--- src/rtl/seq_mem_scan_reader_pkg.sv ---
// seq_scan_pkg: shared defaults, FSM state type and width helpers for the scan reader
package seq_scan_pkg;
  localparam int DEF_DATA_W = 8;
  localparam int DEF_DEPTH = 16;
  localparam int DEF_ADDR_W = $clog2(DEF_DEPTH);
  typedef enum logic [1:0] {IDLE, SCAN, DONE} scan_state_t;
  typedef logic [DEF_ADDR_W-1:0] addr_t;
  typedef logic [DEF_ADDR_W:0] len_t;
endpackage

--- src/rtl/seq_mem_scan_reader_if.sv ---
// seq_mem_scan_reader_if: write ports, scan control and output stream of the scan reader
interface seq_mem_scan_reader_if import seq_scan_pkg::*; #(
  parameter int DATA_W = DEF_DATA_W,
  parameter int DEPTH = DEF_DEPTH,
  parameter int ADDR_W = $clog2(DEPTH),
  parameter int BIT_W = $clog2(DATA_W)
);
  logic wr_en;
  logic [ADDR_W-1:0] wr_addr;
  logic [DATA_W-1:0] wr_data;
  logic bit_en;
  logic [ADDR_W-1:0] bit_addr;
  logic [BIT_W-1:0] bit_index;
  logic bit_value;
  logic start;
  logic [ADDR_W-1:0] start_addr;
  logic [ADDR_W:0] length;
  logic busy;
  logic out_valid;
  logic out_ready;
  logic [DATA_W-1:0] out_data;
  logic [ADDR_W-1:0] out_addr;
  logic out_last;
  logic done;
  modport slave (
    input wr_en, wr_addr, wr_data, bit_en, bit_addr, bit_index, bit_value,
    input start, start_addr, length, out_ready,
    output busy, out_valid, out_data, out_addr, out_last, done
  );
  modport master (
    output wr_en, wr_addr, wr_data, bit_en, bit_addr, bit_index, bit_value,
    output start, start_addr, length, out_ready,
    input busy, out_valid, out_data, out_addr, out_last, done
  );
endinterface

--- src/rtl/seq_mem_scan_reader_mem.sv ---
// seq_scan_mem: DEPTH x DATA_W array, word + bit write ports, one enabled sync read port
module seq_scan_mem import seq_scan_pkg::*; #(
  parameter int DATA_W = DEF_DATA_W,
  parameter int DEPTH = DEF_DEPTH,
  parameter int ADDR_W = $clog2(DEPTH),
  parameter int BIT_W = $clog2(DATA_W)
)(
  input  logic clk,
  input  logic rst_n,
  input  logic i_wr_en,
  input  logic [ADDR_W-1:0] i_wr_addr,
  input  logic [DATA_W-1:0] i_wr_data,
  input  logic i_bit_en,
  input  logic [ADDR_W-1:0] i_bit_addr,
  input  logic [BIT_W-1:0] i_bit_index,
  input  logic i_bit_value,
  input  logic i_rd_en,
  input  logic [ADDR_W-1:0] i_rd_addr,
  output logic [DATA_W-1:0] o_rd_data
);
  logic [DATA_W-1:0] r_mem [DEPTH];
  logic [DATA_W-1:0] r_rd_data;
  // bit write is ordered after the word write so it wins on a shared bit
  always_ff @(posedge clk) begin
    if (i_wr_en) r_mem[i_wr_addr] <= i_wr_data;
    if (i_bit_en) r_mem[i_bit_addr][i_bit_index] <= i_bit_value;
  end
  always_ff @(posedge clk or negedge rst_n)
    if (!rst_n) r_rd_data <= '0;
    else if (i_rd_en) r_rd_data <= r_mem[i_rd_addr];
  assign o_rd_data = r_rd_data;
endmodule

--- src/rtl/seq_mem_scan_reader.sv ---
// seq_mem_scan_reader: FSM sweeps an address range through the memory and streams words out
module seq_mem_scan_reader import seq_scan_pkg::*; #(
  parameter int DATA_W = DEF_DATA_W,
  parameter int DEPTH = DEF_DEPTH,
  parameter int ADDR_W = $clog2(DEPTH),
  parameter int BIT_W = $clog2(DATA_W)
)(
  input logic clk,
  input logic rst_n,
  seq_mem_scan_reader_if.slave bus
);
  scan_state_t r_state, w_next;
  logic [ADDR_W-1:0] r_cur, r_out_addr, w_cur_inc;
  logic [ADDR_W:0] r_rem, w_len;
  logic r_valid, r_last, w_issue, w_xfer;
  logic [DATA_W-1:0] w_rd_data;
  assign w_xfer = r_valid && bus.out_ready;
  assign w_issue = (r_state == SCAN) && (r_rem != '0) && (!r_valid || bus.out_ready);
  assign w_len = (bus.length > (ADDR_W+1)'(DEPTH)) ? (ADDR_W+1)'(DEPTH) : bus.length;
  assign w_cur_inc = (r_cur == ADDR_W'(DEPTH-1)) ? '0 : r_cur + ADDR_W'(1);
  always_comb
    w_next = (r_state == IDLE) ? (bus.start ? ((w_len == '0) ? DONE : SCAN) : IDLE) :
             (r_state == SCAN) ? ((w_xfer && r_last) ? DONE : SCAN) : IDLE;
  seq_scan_mem #(.DATA_W(DATA_W), .DEPTH(DEPTH), .ADDR_W(ADDR_W), .BIT_W(BIT_W)) u_mem (
    .clk(clk),
    .rst_n(rst_n),
    .i_wr_en(bus.wr_en),
    .i_wr_addr(bus.wr_addr),
    .i_wr_data(bus.wr_data),
    .i_bit_en(bus.bit_en),
    .i_bit_addr(bus.bit_addr),
    .i_bit_index(bus.bit_index),
    .i_bit_value(bus.bit_value),
    .i_rd_en(w_issue),
    .i_rd_addr(r_cur),
    .o_rd_data(w_rd_data)
  );
  always_ff @(posedge clk or negedge rst_n)
    if (!rst_n) begin
      r_state <= IDLE;
      r_cur <= '0;
      r_rem <= '0;
      r_out_addr <= '0;
      r_valid <= 1'b0;
      r_last <= 1'b0;
    end else begin
      r_state <= w_next;
      if (r_state == IDLE && bus.start) begin
        r_cur <= bus.start_addr;
        r_rem <= w_len;
      end
      if (w_issue) begin
        r_cur <= w_cur_inc;
        r_rem <= r_rem - (ADDR_W+1)'(1);
        r_out_addr <= r_cur;
        r_last <= (r_rem == (ADDR_W+1)'(1));
        r_valid <= 1'b1;
      end else if (w_xfer) r_valid <= 1'b0;
    end
  assign bus.busy = (r_state != IDLE);
  assign bus.done = (r_state == DONE);
  assign bus.out_valid = r_valid;
  assign bus.out_data = w_rd_data;
  assign bus.out_addr = r_out_addr;
  assign bus.out_last = r_last;
endmodule

--- src/flat_wrapper.sv ---
// flat-port wrapper written by rule: the top's interface ports become plain ports
module seq_mem_scan_reader_flat import seq_scan_pkg::*;
#(
  parameter int DATA_W = DEF_DATA_W,
  parameter int DEPTH = DEF_DEPTH,
  parameter int ADDR_W = $clog2(DEPTH),
  parameter int BIT_W = $clog2(DATA_W)
)
  (clk, rst_n, bus_wr_en, bus_wr_addr, bus_wr_data, bus_bit_en, bus_bit_addr, bus_bit_index, bus_bit_value, bus_start, bus_start_addr, bus_length, bus_out_ready, bus_busy, bus_out_valid, bus_out_data, bus_out_addr, bus_out_last, bus_done);
  seq_mem_scan_reader_if #(.DATA_W(DATA_W), .DEPTH(DEPTH), .ADDR_W(ADDR_W), .BIT_W(BIT_W)) bus_i ();
  input logic clk;
  input logic rst_n;
  input wire logic [$bits(bus_i.wr_en)-1:0] bus_wr_en;
  input wire logic [$bits(bus_i.wr_addr)-1:0] bus_wr_addr;
  input wire logic [$bits(bus_i.wr_data)-1:0] bus_wr_data;
  input wire logic [$bits(bus_i.bit_en)-1:0] bus_bit_en;
  input wire logic [$bits(bus_i.bit_addr)-1:0] bus_bit_addr;
  input wire logic [$bits(bus_i.bit_index)-1:0] bus_bit_index;
  input wire logic [$bits(bus_i.bit_value)-1:0] bus_bit_value;
  input wire logic [$bits(bus_i.start)-1:0] bus_start;
  input wire logic [$bits(bus_i.start_addr)-1:0] bus_start_addr;
  input wire logic [$bits(bus_i.length)-1:0] bus_length;
  input wire logic [$bits(bus_i.out_ready)-1:0] bus_out_ready;
  output wire logic [$bits(bus_i.busy)-1:0] bus_busy;
  output wire logic [$bits(bus_i.out_valid)-1:0] bus_out_valid;
  output wire logic [$bits(bus_i.out_data)-1:0] bus_out_data;
  output wire logic [$bits(bus_i.out_addr)-1:0] bus_out_addr;
  output wire logic [$bits(bus_i.out_last)-1:0] bus_out_last;
  output wire logic [$bits(bus_i.done)-1:0] bus_done;
  assign bus_i.wr_en = bus_wr_en;
  assign bus_i.wr_addr = bus_wr_addr;
  assign bus_i.wr_data = bus_wr_data;
  assign bus_i.bit_en = bus_bit_en;
  assign bus_i.bit_addr = bus_bit_addr;
  assign bus_i.bit_index = bus_bit_index;
  assign bus_i.bit_value = bus_bit_value;
  assign bus_i.start = bus_start;
  assign bus_i.start_addr = bus_start_addr;
  assign bus_i.length = bus_length;
  assign bus_i.out_ready = bus_out_ready;
  assign bus_busy = bus_i.busy;
  assign bus_out_valid = bus_i.out_valid;
  assign bus_out_data = bus_i.out_data;
  assign bus_out_addr = bus_i.out_addr;
  assign bus_out_last = bus_i.out_last;
  assign bus_done = bus_i.done;
  seq_mem_scan_reader #(.DATA_W(DATA_W), .DEPTH(DEPTH), .ADDR_W(ADDR_W), .BIT_W(BIT_W)) u_core (.clk(clk), .rst_n(rst_n), .bus(bus_i));
endmodule
--- config.mk ---
export PLATFORM = sky130hd
export DESIGN_NAME = seq_mem_scan_reader_flat
export DESIGN_NICKNAME = d
export VERILOG_FILES = /design/src/rtl/seq_mem_scan_reader_pkg.sv /design/src/rtl/seq_mem_scan_reader_if.sv /design/src/rtl/seq_mem_scan_reader_mem.sv /design/src/rtl/seq_mem_scan_reader.sv /design/src/flat_wrapper.sv
export SDC_FILE = /design/constraint.sdc
export NUM_CORES = 1
export LEC_CHECK = 0
export ABC_AREA = 1
export CAP_MARGIN = 20
export CORE_ASPECT_RATIO = 0.5
export CORE_MARGIN = 2
export CORE_UTILIZATION = 36
export CTS_CLUSTER_SIZE = 16
export DETAILED_ROUTE_END_ITERATION = 8
export SETUP_SLACK_MARGIN = 0.5
export SYNTH_ARGS = -nofsm -noshare
export SYNTH_HDL_FRONTEND = slang
export SYNTH_SLANG_ARGS = --single-unit
--- constraint.sdc ---
create_clock -name clk -period 1.6 [get_ports clk]
set_input_delay 0.4 -clock clk [delete_from_list [all_inputs] [get_ports clk]]
set_output_delay 0.4 -clock clk [all_outputs]
set_load 0.02 [all_outputs]
==> impl_metrics.csv <==
group,metric,value,unit
worst_setup_path,critPathMaxStageDelay,0.48,ns
layout,stdcell_count,1817,
grt,grt_pass1_wl,53700,um
layout,layout.filler_cells,1712,
synthesis,yosysWarnings,0,
floorplan,core,25300,um^2
detailed_routing,routed_length_per_placed_instance,20.9,um
synthesis,yosys-top-cells-count,"nand2_1, edfxtp_1, inv_1, nand3_1, o21ai_0",
grt,antenna_found_initial,0,
detailed_routing,topRoutingLayerUsed,"met4",
clock_network,clkLatencyLatePin,0.45,ns
timing,timing.final.crit_period,1.57,ns
synthesis,synth-edff-count,128,
grt,grt.overflow.total,0,
timing,timing.slew.headroom,0.738,
timing,report.final.hold_viol_count,0,
timing,slew_viol_final,0,
detailed_routing,postRouteWirelength,38000,um
timing,finalCritPeriodShare,0.979,
grt,via_count_of_the_first_global_routing_pass,9559,
synthesis,yosysTopAreaCell,"edfxtp_1",
timing,setup-tns-final,0,ns
timing,grt_setup_unrepaired,"true",
worst_setup_path,crit-reg2reg-launch,"u_core.r_cur[0]$_DFFE_PN0P_",
placed_design,placed_cells,1679,
clock_network,root_buffer,"clkbuf_16",
clock_network,tritoncts_num_sinks,153,
clock_network,tritoncts.num_buffers,17,
detailed_routing,viasPerCell,5.59,
power_and_ir_drop,finalPower,19.7,mW
clock_network,path_clk_slew,0.07,ns
detailed_routing,drtPass1Iterations,6,
worst_setup_path,critPathLaunch,"u_core.r_cur[0]$_DFFE_PN0P_",
grt,total_routing_usage_gr,0.261,
floorplan,i_o_pin_count,51,
detailed_routing,wl_met2,18000,um
power_and_ir_drop,power.static_leakage,7.90,nW
clock_network,number_of_buffers_on_the_longest_clock_path,2,
floorplan,die_w,231,um
floorplan,die_height,118,um
synthesis,synth.top_cell.area_share,0.413,
floorplan,design.die.area,27200,um^2
worst_setup_path,cp_num_buf_inv,3,
detailed_routing,drt-initial-drc-count,1188,
clock_network,clock_tree.htree_level_count,4,
clock_network,cts.hold.buffers_added,0,
layout,layout.nets,1499,
worst_hold_path,min-delay-path-class,"input port to async pin",
placed_design,detailedPlacementHpwl,19000,um
worst_setup_path,cpMaxStageDelayCell,"dfrtp_2",
worst_setup_path,critical_path_depth,11,
synthesis,mappedNetlistArea,9310,um^2
placed_design,place_area,11600,um^2
synthesis,yosysSeqAreaShare,0.480,
timing,worstMarginPinSlew,0.393,ns
run,max-cap-violations,0,
floorplan,start_util,0.368,
worst_setup_path,crit_arrival,1.90,ns
worst_setup_path,r2r_setup_slk,0.03,ns
worst_setup_path,worstSetupEndpointType,"flop",
worst_setup_path,timing.critical_path.cells,"buf_12, buf_12, buf_8, nand2_1, nand2_1, nand2_1, nand3_2, nand3_2, nand2_2, nand2_1, nand2_1",
status,status,"finished, final reports clean",
worst_setup_path,required_time_of_the_critical_path,1.94,ns
worst_setup_path,crit_path_frequent_cell,"nand2_1",
worst_setup_path,worst_path_dominant_cell_family,"simple AND/OR/NAND/NOR gates",
detailed_routing,route.detailed.drc,0,
synthesis,synth_area_leaders,"edfxtp_1, nand2_1, dfrtp_1",
synthesis,yosys.cell_count.top_type,"nand2_1",
detailed_routing,route.met3.wl,3870,um
clock_network,tritoncts,"built",
placed_design,globalplace.congestion,0.815,
layout,number_of_diodes,0,
synthesis,syn-instance-count,1283,
layout,post-route-cell-area,16700,um^2
layout,area_growth_syn_to_layout,79.5,%
power_and_ir_drop,vdd_drop_max,1020,uV
synthesis,postSynth.asyncResetShare,0.163,
worst_setup_path,critical_path.max_fanout,6,
synthesis,synth_flop_cell,"edfxtp_1",
synthesis,synth-seq-cells,153,
detailed_routing,via_count,10200,
grt,largest_net_degree_at_the_start_of_global_routing,33,
synthesis,yosys.cell_types.count,26,
layout,layout-drive-gt1-share,0.544,
worst_setup_path,worst_setup_path_start_kind,"flop",
power_and_ir_drop,powerDensity,1180,nW/um^2
timing,fmax,638,MHz
synthesis,syn-mean-instance-area,7.26,um^2
timing,final.setup_skew,0.00735,ns
detailed_routing,antenna_left,0,
worst_setup_path,critPathKind,"flop to flop",
worst_setup_path,crit_end,"u_core.u_mem.o_rd_data[1]$_DFFE_PN0P_",
floorplan,row_count,41,
timing,whs,0.325,ns
synthesis,synth_fp_nets,1322,
detailed_routing,route.layer.met1.wl,14300,um
worst_setup_path,r2r_cells,11,
timing,setup_viol_count_final,0,
worst_setup_path,r2r-end,"u_core.u_mem.o_rd_data[1]$_DFFE_PN0P_",
placed_design,place.port_buffers,50,
-- worst min-delay path by stage --
stage / cells after the start / to
4_1_cts: 2 / u_core.r_rem[2]$_DFFE_PN0P_
3_5_place_dp: 2 / u_core.u_mem.o_rd_data[6]$_DFFE_PN0P_
6_report: 2 / u_core.r_rem[1]$_DFFE_PN0P_
5_1_grt: 2 / u_core.r_rem[3]$_DFFE_PN0P_
3_3_place_gp: 2 / u_core.u_mem.o_rd_data[1]$_DFFE_PN0P_
2_1_floorplan: 0 / u_core.bus.out_addr[0]$_DFFE_PN0P_
-- report_power, final --
group | internal [mW] | switching, mW
sequential | 4.73 | 0.323
combinational | 4.84 | 6.12
clock | 1.94 | 1.77
total | 11.5 | 8.21
-- cell type report --
type / count / area [um^2] / area share
inverter: 127 / 614 / 0.0368
clock buffer: 17 / 425 / 0.0255
timing repair buffer: 226 / 3260 / 0.195
clock inverter: 15 / 85.1 / 0.00509
multi-input combinational: 935 / 7430 / 0.445
tap: 344 / 430 / 0.0258
sequential: 153 / 4470 / 0.267
-- kinds of logic after synthesis --
kind of cell | share of synthesized area
fa+ha+maj | 0.00537
flops | 0.480
simple gates | 0.339
buf+inv | 0.0915
xor+xnor | 0.00188
compound gates | 0.0828
-- state kept, by name, indices dropped and copies added, names as in the netlist --
| register | cells |
|---|---|
| u_core.bus.out_addr | 4 |
| u_core.bus.out_last | 1 |
| u_core.u_mem.o_rd_data | 8 |
| u_core.r_cur | 4 |
| u_core.r_state | 2 |
| u_core.bus.out_valid | 1 |
| u_core.r_rem | 5 |
| u_core.u_mem.r_mem | 128 |
-- layer usage --
layer | GRT usage | up-vias
met5 | 0 | -
met1 | 0.339 | 4917
met4 | 0.105 | 0
met3 | 0.0564 | 144
met2 | 0.423 | 569
li1 | - | 4531
-- cells in the final DEF, fill, tap and decap left out, types with 27 or more instances in the layout --
cell / synthesis / final
nand3_1: 113 / 54
nand2_4: 2 / 119
buf_6: 8 / 46
o21ai_2: 0 / 44
o21ai_1: 58 / 97
nand2_2: 0 / 210
nand3_2: 0 / 48
buf_12: 0 / 64
nand2_8: 0 / 76
nand2_1: 619 / 216
edfxtp_1: 128 / 128
nor2_4: 8 / 27
inv_1: 124 / 105
buf_4: 10 / 53
-- through the flow --
stage	setup WS [ns]	utilization
2_1_floorplan	0.308	-
3_3_place_gp	-0.460	0.457
3_5_place_dp	-0.449	0.457
4_1_cts	0.0547	0.573
5_1_grt	-0.0136	0.661
6_report	0.0331	0.661
-- what timing repair did --
action                                  in CTS  in global routing
gates cloned                                20                  3
pin swaps                                  115                164
setup buffers                               62                 21
gates resized for setup                    492                486
endpoints found under the setup margin     296                297
-- worst reg2reg max path: cells and delay by family (launching register included) --
kind	cells	cell delay, ns
and+or+nand+nor	8	0.54
buffers and inverters	3	0.46
DFF	1	0.48
Note: power is estimated with default switching activity, not from simulation.
